`config.mk`:
```
export PLATFORM = sky130hd
export DESIGN_NAME = lct_dly_scan_ctrl
export DESIGN_NICKNAME = d
export VERILOG_FILES = /design/src/rtl/lct_dly_scan_ctrl.sv
export SDC_FILE = /design/constraint.sdc
export NUM_CORES = 1
export LEC_CHECK = 0
export CORE_MARGIN = 2
export CORE_UTILIZATION = 60
export DETAILED_ROUTE_END_ITERATION = 7
export GPL_TIMING_DRIVEN = 0
export PLACE_DENSITY = 0.81
export SETUP_SLACK_MARGIN = 0.3
export SLEW_MARGIN = 20
export SYNTH_ARGS = -nofsm -noshare
export SYNTH_HDL_FRONTEND = slang
export SYNTH_SLANG_ARGS = --single-unit
```
`constraint.sdc`:
```
create_clock -name CLK -period 6.71 [get_ports CLK]
set_clock_uncertainty 0.15 [all_clocks]
set_input_delay 0.671 -clock CLK [delete_from_list [all_inputs] [get_ports CLK]]
set_output_delay 0.671 -clock CLK [all_outputs]
set_load 0.1 [all_outputs]
```
`src/rtl/lct_dly_scan_ctrl.sv`:
```
// LCT delay-line scan sequencer.
// Sweeps the 3-bit delay select through all eight settings. At each setting it
// counts DLY_LCT/REF coincidences and then holds the delay with the most hits.
// Outside a scan, the manual delay passes through unless a held result is valid.
module lct_dly_scan_ctrl #(
    parameter int SETTLE = 8,
    parameter int WINDOW = 1024,
    parameter int CNT_W  = 11
) (
    input  logic             CLK,
    input  logic             RST_N,
    input  logic             START,
    input  logic             ABORT,
    input  logic [2:0]       MAN_DLY,
    input  logic             CLR_RES,
    input  logic             DLY_LCT,
    input  logic             REF,
    output logic [2:0]       DELAY,
    output logic             BUSY,
    output logic             DONE,
    output logic             RES_VALID,
    output logic             NOHIT,
    output logic [2:0]       BEST_DLY,
    output logic [CNT_W-1:0] BEST_CNT
);

    localparam int TMAX = (SETTLE > WINDOW) ? SETTLE : WINDOW;
    localparam int TW   = $clog2(TMAX) + 1;

    typedef enum logic [2:0] {
        ST_IDLE,
        ST_SETTLE,
        ST_SAMPLE,
        ST_EVAL,
        ST_FIN
    } state_t;

    state_t           state_q, state_d;
    logic [2:0]       d_q, d_d;
    logic [TW-1:0]    tmr_q, tmr_d;
    logic [CNT_W-1:0] hit_q, hit_d;
    logic [CNT_W-1:0] max_q, max_d;
    logic [2:0]       best_idx_q, best_idx_d;
    logic [2:0]       best_dly_q, best_dly_d;
    logic [CNT_W-1:0] best_cnt_q, best_cnt_d;
    logic             res_valid_q, res_valid_d;
    logic             nohit_q, nohit_d;
    logic             busy_q, busy_d;
    logic             done_q, done_d;

    // Next-state and next-output computation for the scan sequencer.
    always_comb begin
        state_d     = state_q;
        d_d         = d_q;
        tmr_d       = tmr_q;
        hit_d       = hit_q;
        max_d       = max_q;
        best_idx_d  = best_idx_q;
        best_dly_d  = best_dly_q;
        best_cnt_d  = best_cnt_q;
        res_valid_d = res_valid_q;
        nohit_d     = nohit_q;

        // Abort outranks every transition and leaves the held result untouched.
        if (ABORT && (state_q != ST_IDLE)) begin
            state_d = ST_IDLE;
        end else begin
            case (state_q)
                ST_IDLE: begin
                    if (CLR_RES) begin
                        res_valid_d = 1'b0;
                        nohit_d     = 1'b0;
                    end
                    if (START && !ABORT) begin
                        state_d    = ST_SETTLE;
                        d_d        = '0;
                        tmr_d      = '0;
                        max_d      = '0;
                        best_idx_d = '0;
                    end
                end
                ST_SETTLE: begin
                    hit_d = '0;
                    if (tmr_q == TW'(SETTLE - 1)) begin
                        tmr_d   = '0;
                        state_d = ST_SAMPLE;
                    end else begin
                        tmr_d = tmr_q + TW'(1);
                    end
                end
                ST_SAMPLE: begin
                    if (DLY_LCT && REF && (hit_q != '1)) begin
                        hit_d = hit_q + CNT_W'(1);
                    end
                    if (tmr_q == TW'(WINDOW - 1)) begin
                        tmr_d   = '0;
                        state_d = ST_EVAL;
                    end else begin
                        tmr_d = tmr_q + TW'(1);
                    end
                end
                ST_EVAL: begin
                    // Strict compare keeps the lowest delay on a tie.
                    if (hit_q > max_q) begin
                        max_d      = hit_q;
                        best_idx_d = d_q;
                    end
                    if (d_q == 3'd7) begin
                        state_d = ST_FIN;
                    end else begin
                        d_d     = d_q + 3'd1;
                        state_d = ST_SETTLE;
                    end
                end
                ST_FIN: begin
                    if (max_q != '0) begin
                        best_dly_d  = best_idx_q;
                        best_cnt_d  = max_q;
                        res_valid_d = 1'b1;
                        nohit_d     = 1'b0;
                    end else begin
                        best_dly_d  = '0;
                        best_cnt_d  = '0;
                        res_valid_d = 1'b0;
                        nohit_d     = 1'b1;
                    end
                    state_d = ST_IDLE;
                end
                default: state_d = ST_IDLE;
            endcase
        end

        busy_d = (state_d == ST_SETTLE) || (state_d == ST_SAMPLE) || (state_d == ST_EVAL);
        done_d = (state_d == ST_FIN);
    end

    // State and output registers with synchronous active-low reset.
    always_ff @(posedge CLK) begin
        if (!RST_N) begin
            state_q     <= ST_IDLE;
            d_q         <= '0;
            tmr_q       <= '0;
            hit_q       <= '0;
            max_q       <= '0;
            best_idx_q  <= '0;
            best_dly_q  <= '0;
            best_cnt_q  <= '0;
            res_valid_q <= 1'b0;
            nohit_q     <= 1'b0;
            busy_q      <= 1'b0;
            done_q      <= 1'b0;
        end else begin
            state_q     <= state_d;
            d_q         <= d_d;
            tmr_q       <= tmr_d;
            hit_q       <= hit_d;
            max_q       <= max_d;
            best_idx_q  <= best_idx_d;
            best_dly_q  <= best_dly_d;
            best_cnt_q  <= best_cnt_d;
            res_valid_q <= res_valid_d;
            nohit_q     <= nohit_d;
            busy_q      <= busy_d;
            done_q      <= done_d;
        end
    end

    // Delay select: scan index while scanning, else held result or manual value.
    always_comb begin
        if (state_q == ST_IDLE) begin
            DELAY = res_valid_q ? best_dly_q : MAN_DLY;
        end else begin
            DELAY = d_q;
        end
    end

    assign BUSY      = busy_q;
    assign DONE      = done_q;
    assign RES_VALID = res_valid_q;
    assign NOHIT     = nohit_q;
    assign BEST_DLY  = best_dly_q;
    assign BEST_CNT  = best_cnt_q;

endmodule

```
==> results of run 1 <==
==> critical path, cell delays in order, from the launching register on <==
cell and delay (ns):
dfxtp_1 0.31, buf_4 0.16, nor3_1 0.57, nor2_1 0.09
a21oi_1 0.15, clkdlybuf4s50_1 1.14
==> per-stage QoR <==
step                hold slack (ns)  setup slack (ns)  cells
finish                       0.3029             3.114    496
global placement             0.2924             3.412    480
floorplan                    0.2850             3.167    380
CTS                          0.3061             3.102    496
global route                 0.3244             2.951    496
detailed placement           0.2975             3.401    480
==> worst paths after layout <==
kind | endpoint | start | cells after the start
worst min-delay path | BEST_CNT[0] | BEST_CNT[0] | 2
worst max-delay path | DELAY[2] | state_q[0] | 5
worst min register to register | BEST_CNT[0] | BEST_CNT[0] | 2
worst max register to register | tmr_q[8] | tmr_q[0] | 7
==> layout by cell type (no fill, tap or decap), drive strengths merged, types with 5 or more instances in the layout <==
| cell type | synthesis | routed |
|---|---|---|
| ha | 15 | 15 |
| clkbuf | 9 | 20 |
| nor4 | 9 | 9 |
| o21a | 5 | 5 |
| dfxtp | 60 | 60 |
| o21ai | 12 | 12 |
| buf | 9 | 9 |
| nand2 | 71 | 71 |
| nor2 | 19 | 19 |
| clkdlybuf4s50 | 0 | 30 |
| mux2i | 20 | 20 |
| inv | 17 | 17 |
| nor3 | 8 | 8 |
| nand3 | 19 | 19 |
| o211ai | 6 | 6 |
| a21oi | 32 | 32 |
| nand4 | 7 | 7 |
==> Yosys cell counts (4+ instances only) <==
master	number
a21oi_1	31
buf_2	4
clkbuf_1	9
dfxtp_1	60
ha_1	15
inv_1	17
mux2i_1	20
nand2_1	71
nand3_1	18
nand4_1	7
nor2_1	19
nor3_1	8
nor4_1	8
o211ai_1	6
o21a_1	5
o21ai_0	11
o31ai_1	4
==> cell families after synthesis <==
group | Yosys count | synth area share [%]
AND/OR/NAND/NOR | 167 | 26.84
AO/OA/AOI/OAI | 81 | 17.54
multiplexers | 20 | 6.307
XOR/XNOR | 2 | 0.5519
adder cells (fa/ha/maj) | 15 | 5.912
buffers and inverters | 35 | 5.006
flip-flops | 60 | 37.84
==> routing by layer <==
layer	vias up	wire [um]	global-route usage (%)
li1	1454	-	-
met4	0	131	12.36
met3	12	340	6.118
met5	-	0	0
met1	1360	3238	30.60
met2	63	3406	42.81
==> final cells by class <==
cell class / count / area [um2] / area share [%]
clock inverters: 5 / 50.05 / 1.330
multi-input cells: 285 / 1814 / 48.20
well taps: 70 / 87.58 / 2.327
clock buffers: 11 / 151.4 / 4.023
inverters: 17 / 63.81 / 1.695
plain buffers: 18 / 95.09 / 2.527
repair buffers: 30 / 300.3 / 7.979
flip-flops and latches: 60 / 1201 / 31.91
==> power breakdown <==
group          switching, mW  total, mW  leakage [nW]  internal, mW
clock                  0.144      0.333         0.109         0.189
sequential           0.00251      0.361         0.484         0.359
combinational         0.0521     0.0768         0.732        0.0247
==> flip-flops by register name (all words and copies together) (netlist names) <==
register,flops
d_q,3
BEST_DLY,3
state_q,3
tmr_q,11
BEST_CNT,11
DONE,1
hit_q,11
best_idx_q,3
NOHIT,1
max_q,11
RES_VALID,1
BUSY,1
==> out/results.tsv, run 1 <==
metric	value	unit
status	finished clean	
number of remaining DRC errors	0	
Async SR Flop Fraction	0	%
die height	76.74	um
Setup TNS	0	ns
Hold Vio Cnt, Final	0	
std cell rows	26	
Mean Syn Cell Area	8.353	um2
# nets final	446	
first-pass GRT wire length	12.14	mm
number of global-route vias before repair	2696	
# Post-CTS Setup Buffers	0	
Final Util	73.69	%
Syn Inst Count	380	
largest net degree at the start of global routing	11	
Tmin final	3.596	ns
worst hold path class	flip-flop to flip-flop	
EDFF count, synth	0	
CTS resizes	0	
ANT cells	0	
routed vias/inst	5.825	
Power, Total	771.3	uW
hold buffers post-CTS	0	
max cap viols	0	
share of Yosys cell area claimed by the top area cell type	37.84	%
register bit total from synthesis	60	
slew at the pin closest to its max-slew limit	0.9707	ns
die outline width	76.74	um
routability congestion estimate	0.8806	
DP HPWL	5.262	mm
Area after DPL	3562	um2
first drt pass iteration count	4	
worst-path maximum fanout	10	
synthesis warning total	0	
CTS Buffer Depth	2	
Area Growth Syn to Fin	18.57	%
H-tree depth	3	
Initial DRC Count	147	
unrepaired setup endpoints after global routing	false	
Initial Util	62.15	%
sequential cell area fraction in the yosys report	37.84	%
Die ar.	5888	um2
syn nets	405	
Worst Path Class, Setup	flip-flop to primary output	
CTS buffer count	9	
Arr. time, crit path	2.78	ns
CP required	5.89	ns
clk_lat worst skew	0.35	ns
clock-pin slew on the worst setup and hold paths	0.06	ns
IO Port Bufs	30	
setup violators final	0	
GRT Overall Usage	25.51	%
Distinct cells, synth	58	
Post-synth top flop	dfxtp_1	
FILL cells	428	
ranking of synthesized cells by area	dfxtp_1 (38%), nand2_1 (8.4%), mux2i_1 (6.3%), ha_1 (5.9%), a21oi_1 (4.9%)	
Slew Viols, Final	0	
Tcrit/Tclk final	53.59	%
Routed WL	7.116	mm
initial antenna violation count	0	
CORE AREA	5107	um2
IO Count	31	
Vias	2889	
Netlist Area Pre-Place	3174	um2
TritonCTS clock tree	yes	
grt ovf	0	
CP startpoint kind	flip-flop	
Slew headroom	35.08	%
Fmax	0.2781	GHz
R2R setup slack	4.26	ns
final instance area	3764	um2
Pwr per Cell Area	204.9	nW/um2
peak supply drop	0.0001808	V
element type at the critical path end	primary output	
root buffer cell	clkbuf_8	
post-synth top area cell	dfxtp_1	
DR WL/cell	14.35	um
share of layout cells above drive strength 1	8.451	%
leakage power figure	1.325	nW
CTS Sinks	60	
Final ANT Viol Nets	0	
Power figures use the tool's default switching activity.
==> inputs of run 2 (changes only) <==
--- a/config.mk
+++ b/config.mk
@@ -6,10 +6,10 @@
 export NUM_CORES = 1
 export LEC_CHECK = 0
 export CORE_MARGIN = 2
-export CORE_UTILIZATION = 60
+export CORE_UTILIZATION = 57
 export DETAILED_ROUTE_END_ITERATION = 7
 export GPL_TIMING_DRIVEN = 0
-export PLACE_DENSITY = 0.81
+export PLACE_DENSITY = 0.78
 export SETUP_SLACK_MARGIN = 0.3
 export SLEW_MARGIN = 20
 export SYNTH_ARGS = -nofsm -noshare
==> constraint.sdc (replaced) <==
create_clock -name CLK -period 3.7 [get_ports CLK]
set_clock_uncertainty 0.15 [all_clocks]
set_input_delay 0.37 -clock CLK [delete_from_list [all_inputs] [get_ports CLK]]
set_output_delay 0.37 -clock CLK [all_outputs]
set_load 0.1 [all_outputs]
==> run 2 against run 1 <==
Net effect:
- sequential power rose by 82%
- die area up 5.0%
- final area rose by 1.5%
- critical path type unchanged
- largest cell class unchanged
- largest power group is now clock
==> out/results.tsv, run 2 (synthesized netlist as in run 1, its figures left out) <==
metric	value	unit
status	finished clean	
die height	78.63	um
std cell rows	27	
unrepaired setup endpoints after global routing	false	
Logic pwr share	9.2	%
R2R Path Start	tmr_q[0]	
die outline width	78.63	um
routed vias/inst	5.809	
clock-pin slew on the worst setup and hold paths	0.07	ns
cell-internal power	1.161	mW
hold buffers post-CTS	0	
max cap viols	0	
GRT Overall Usage	24.89	%
H-tree depth	3	
share of layout cells above drive strength 1	8.451	%
Worst Path Class, Setup	flip-flop to primary output	
setup ws final	0.7722	ns
TritonCTS clock tree	yes	
routability congestion estimate	0.8797	
Final ANT Viol Nets	0	
number of global-route vias before repair	2710	
sw frac	23.99	%
slew at the pin closest to its max-slew limit	0.9644	ns
Initial DRC Count	120	
worst hold path class	flip-flop to flip-flop	
Crit Reg-Reg Endpoint	tmr_q[6]	
Tmin final	2.928	ns
pre-CTS WS	0.7447	ns
min-delay src	BEST_CNT[1]	
root buffer cell	clkbuf_8	
Slew headroom	35.50	%
peak supply drop	0.0002700	V
Initial Util	58.36	%
leakage power figure	1.367	nW
Arr. time, crit path	2.41	ns
setup violators final	0	
Pwr per Cell Area	399.7	nW/um2
CTS Buffer Depth	2	
multi-input combinational cell area	1814	um2
DP HPWL	5.256	mm
Setup TNS	0	ns
CTS Sinks	60	
initial antenna violation count	0	
most frequent cells in the layout	nand2_1 (71), dfxtp_1 (60), a21oi_1 (31), clkdlybuf4s50_1 (27), mux2i_1 (20)	
Fmax	0.3416	GHz
NetSw	366.4	uW
Area Growth Syn to Fin	20.38	%
IO Port Bufs	30	
Clk pwr share	47.9	%
most common library cell in the layout ignoring fill and taps	nand2_1	
Hold Vio Cnt, Final	0	
worst r2r path cells	7	
ANT cells	0	
Slew Viols, Final	0	
Vias	2893	
R2R setup slack	1.26	ns
worst-path maximum fanout	10	
FILL cells	461	
# Post-CTS Setup Buffers	0	
Worst Hold End	BEST_CNT[1]	
CTS buffer count	9	
IO Count	31	
element type at the critical path end	primary output	
grt ovf	0	
DR WL/cell	14.43	um
hold depth	2	
first-pass GRT wire length	12.21	mm
Storage cell area	1201	um2
CP required	3.18	ns
clk_lat worst skew	0.34	ns
# nets final	446	
Seq pwr share	42.9	%
number of remaining DRC errors	0	
CP startpoint kind	flip-flop	
CORE AREA	5439	um2
first drt pass iteration count	4	
Tcrit/Tclk final	79.13	%
Die ar.	6182	um2
largest net degree at the start of global routing	12	
Routed WL	7.187	mm
## run 2: cell count changes in the layout (fill, tap and decap cells not counted), sizes merged
cell	delta
clkinv	-2
clkdlybuf4s50	-3
clkbuf	-1
clkinvlp	+1
bufinv	+2
dlymetal6s2s	+3
## run 2: final cells by class
class / count / area share, %
Inverter: 17 / 1.670
Tap cell: 72 / 2.358
Timing Repair Buffer: 30 / 8.055
Buffer: 18 / 2.489
Clock buffer: 10 / 3.602
Sequential cell: 60 / 31.43
Multi-Input combinational cell: 285 / 47.48
Clock inverter: 6 / 2.914
## run 2: metal layers
metal,routed length (um),vias up,global-route usage [%]
met5,0,-,0
met4,153,0,11.05
met3,254,17,4.138
met2,3491,78,42.82
met1,3288,1343,30.45
li1,-,1455,-
## run 2: power groups by stage
stage	sequential [mW]	clock (mW)	combinational, mW
finish	0.656	0.732	0.140
CTS	0.655	0.740	0.140
floorplan	0.675	0	0.0945
global route	0.656	0.767	0.149
detailed placement	0.670	0	0.139
global placement	0.670	0	0.137
## run 2: per-stage QoR
stage | area (um2) | hold WS, ns | util [%] | total power [mW] | std cells
2_1_floorplan | 3174 | 0.2850 | - | 0.7698 | 380
3_3_place_gp | 3565 | 0.2922 | 65.54 | 0.8069 | 482
3_5_place_dp | 3565 | 0.2959 | 65.54 | 0.8093 | 482
4_1_cts | 3814 | 0.3061 | 70.12 | 1.536 | 498
5_1_grt | 3821 | 0.3257 | 70.26 | 1.572 | 498
6_report | 3821 | 0.3044 | 70.26 | 1.527 | 498
## run 2: critical path, stage by stage, from the launching register on
cell,delay [ns]
dfxtp_1,0.32
buf_4,0.17
nor3_1,0.60
nor2_1,0.08
a21oi_1,0.15
dlymetal6s2s_1,0.76
## run 2: repair_timing
item / CTS / global route
setup endpoints to repair: 0 / 3
resized for setup: 0 / 3
hold endpoints to repair: 0 / 0
## run 2: worst max-delay path by stage
stage                    start  endpoint  cells past startpoint
global route        state_q[0]  DELAY[1]                      5
floorplan            RES_VALID  DELAY[0]                      2
detailed placement  state_q[0]  DELAY[1]                      5
CTS                 state_q[0]  DELAY[1]                      5
finish              state_q[0]  DELAY[1]                      5
global placement    state_q[0]  DELAY[1]                      5
==> inputs of run 3 (changes only) <==
==> constraint.sdc (replaced) <==
create_clock -name CLK -period 2.95 [get_ports CLK]
set_clock_uncertainty 0.15 [all_clocks]
set_input_delay 0.295 -clock CLK [delete_from_list [all_inputs] [get_ports CLK]]
set_output_delay 0.295 -clock CLK [all_outputs]
set_load 0.1 [all_outputs]
==> run 3 against run 2 <==
Net effect:
- via count fell by 0.14%
- combinational power rose by 26%
- wire length fell by 1.3%
- register-to-register slack got worse by 0.77 ns
- first-iteration DRC count rose by 61%
- count of clock-buffer cells in the layout rose by 2
- sequential cell count did not move
- die area did not move
- critical path type unchanged
- highest routed layer unchanged
==> out/results.tsv, run 3 (synthesized netlist as in run 1, its figures left out) <==
metric	value	unit
Fmax	0.3994	GHz
slew at the pin closest to its max-slew limit	0.9693	ns
Worst Path Class, Setup	flip-flop to primary output	
Worst Hold End	NOHIT	
final hold slack	0.2998	ns
largest net degree at the start of global routing	11	
multi-input combinational cell area	1831	um2
Pwr per Cell Area	449.6	nW/um2
Inst Count DP	482	
R2R Path Start	tmr_q[0]	
Arr. time, crit path	2.06	ns
Vias	2889	
Slew Viols, Final	0	
root buffer cell	clkbuf_8	
# nets final	446	
std cell rows	27	
first drt pass iteration count	4	
element type at the critical path end	primary output	
clock-pin slew on the worst setup and hold paths	0.07	ns
routed wl met3	253	um
final instance area	3766	um2
clk_lat worst skew	0.34	ns
CTS Sinks	60	
Die ar.	6182	um2
Final ANT Viol Nets	0	
number of remaining DRC errors	0	
DR top layer	met4	
initial antenna violation count	0	
IO Count	31	
Power, Total	1.693	mW
Tmin final	2.504	ns
worst-path maximum fanout	10	
most frequent cells in the layout	nand2_1 (71), dfxtp_1 (60), a21oi_1 (28), clkdlybuf4s50_1 (27), mux2i_1 (20)	
most common library cell in the layout ignoring fill and taps	nand2_1	
unrepaired setup endpoints after global routing	false	
setup ws final	0.4461	ns
Setup TNS	0	ns
pre-CTS WS	-0.01445	ns
grt ovf	0	
number of global-route vias before repair	2782	
worst r2r path cells	7	
GRT Overall Usage	25.54	%
CTS Buffer Depth	2	
Initial Util	58.36	%
status	finished clean	
hold depth	2	
CTS buffer count	9	
DP HPWL	5.204	mm
H-tree depth	3	
die height	78.63	um
first-pass GRT wire length	12.45	mm
Initial DRC Count	193	
TritonCTS clock tree	yes	
CP required	2.51	ns
CORE AREA	5439	um2
ANT cells	0	
setup violators final	0	
metal2 WL	3.522	mm
Final Util	69.24	%
final cell count without fillers	498	
leakage power figure	1.318	nW
Hold Vio Cnt, Final	0	
max cap viols	0	
Tcrit/Tclk final	84.88	%
Slew headroom	35.18	%
DR WL/cell	14.24	um
die outline width	78.63	um
Area Growth Syn to Fin	18.64	%
Crit Reg-Reg Endpoint	tmr_q[7]	
IO Port Bufs	30	
min-delay src	NOHIT	
CP startpoint kind	flip-flop	
share of layout cells above drive strength 1	10.09	%
Area after DPL	3576	um2
Routed WL	7.094	mm
peak supply drop	0.0002767	V
routed vias/inst	5.801	
R2R setup slack	0.49	ns
DRT met1 WL	3.193	mm
worst hold path class	flip-flop to flip-flop	
hold buffers post-CTS	0	
routability congestion estimate	0.8686	
FILL cells	451	
Storage cell area	1201	um2
## run 3: cell types whose count changed in the layout (fill, tap and decap cells not counted)
| cell | before | now |
|---|---|---|
| buf_2 | 4 | 5 |
| clkbuf_8 | 10 | 12 |
| nor3_1 | 8 | 7 |
| clkinv_2 | 1 | 3 |
| a21oi_2 | 1 | 4 |
| clkinv_4 | 1 | 0 |
| clkdlybuf4s15_2 | 0 | 2 |
| a21oi_1 | 31 | 28 |
| dlymetal6s2s_1 | 3 | 0 |
| nor3_2 | 0 | 1 |
| bufinv_16 | 3 | 0 |
## run 3: routing by layer
metal,GRT usage [%],vias up
li1,-,1451
met5,0,-
met4,10.35,0
met3,5.977,12
met1,30.71,1368
met2,43.76,58
## run 3: critical path, stage by stage, from the launching register on
cell and delay [ns]:
dfxtp_1 0.32, buf_4 0.17, nor3_2 0.45, nor2_1 0.10, a21oi_2 0.12, clkdlybuf4s15_2 0.56
## run 3: repair_timing
action | CTS | global route
endpoints found under the setup margin | 3 | 1
resized for setup | 10 | 2
setup buffers | 0 | 0
## run 3: final cells by class
cell class	instances	area share (%)
Clock buffer	12	4.385
Inverter	17	1.694
Clock inverter	4	0.5980
Multi-Input combinational cell	285	48.60
Buffer	18	2.525
Tap cell	72	2.392
Sequential cell	60	31.89
Timing Repair Buffer	30	7.907
## run 3: worst max-delay path by stage
stage          startpoint  cells past startpoint  slack [ns]       end
6_report       state_q[0]                      5        0.45  DELAY[1]
5_1_grt          tmr_q[0]                      7        0.32  tmr_q[4]
4_1_cts        state_q[0]                      5        0.36  DELAY[2]
3_5_place_dp   state_q[0]                      5       -0.01  DELAY[2]
3_3_place_gp   state_q[0]                      5       -0.02  DELAY[2]
2_1_floorplan   RES_VALID                      2        0.36  DELAY[0]
## run 3: power by group
group	switching [mW]	leakage, nW	internal, mW
Combinational	0.121	0.737	0.0552
Sequential	0.00576	0.484	0.816
Clock	0.326	0.0982	0.369
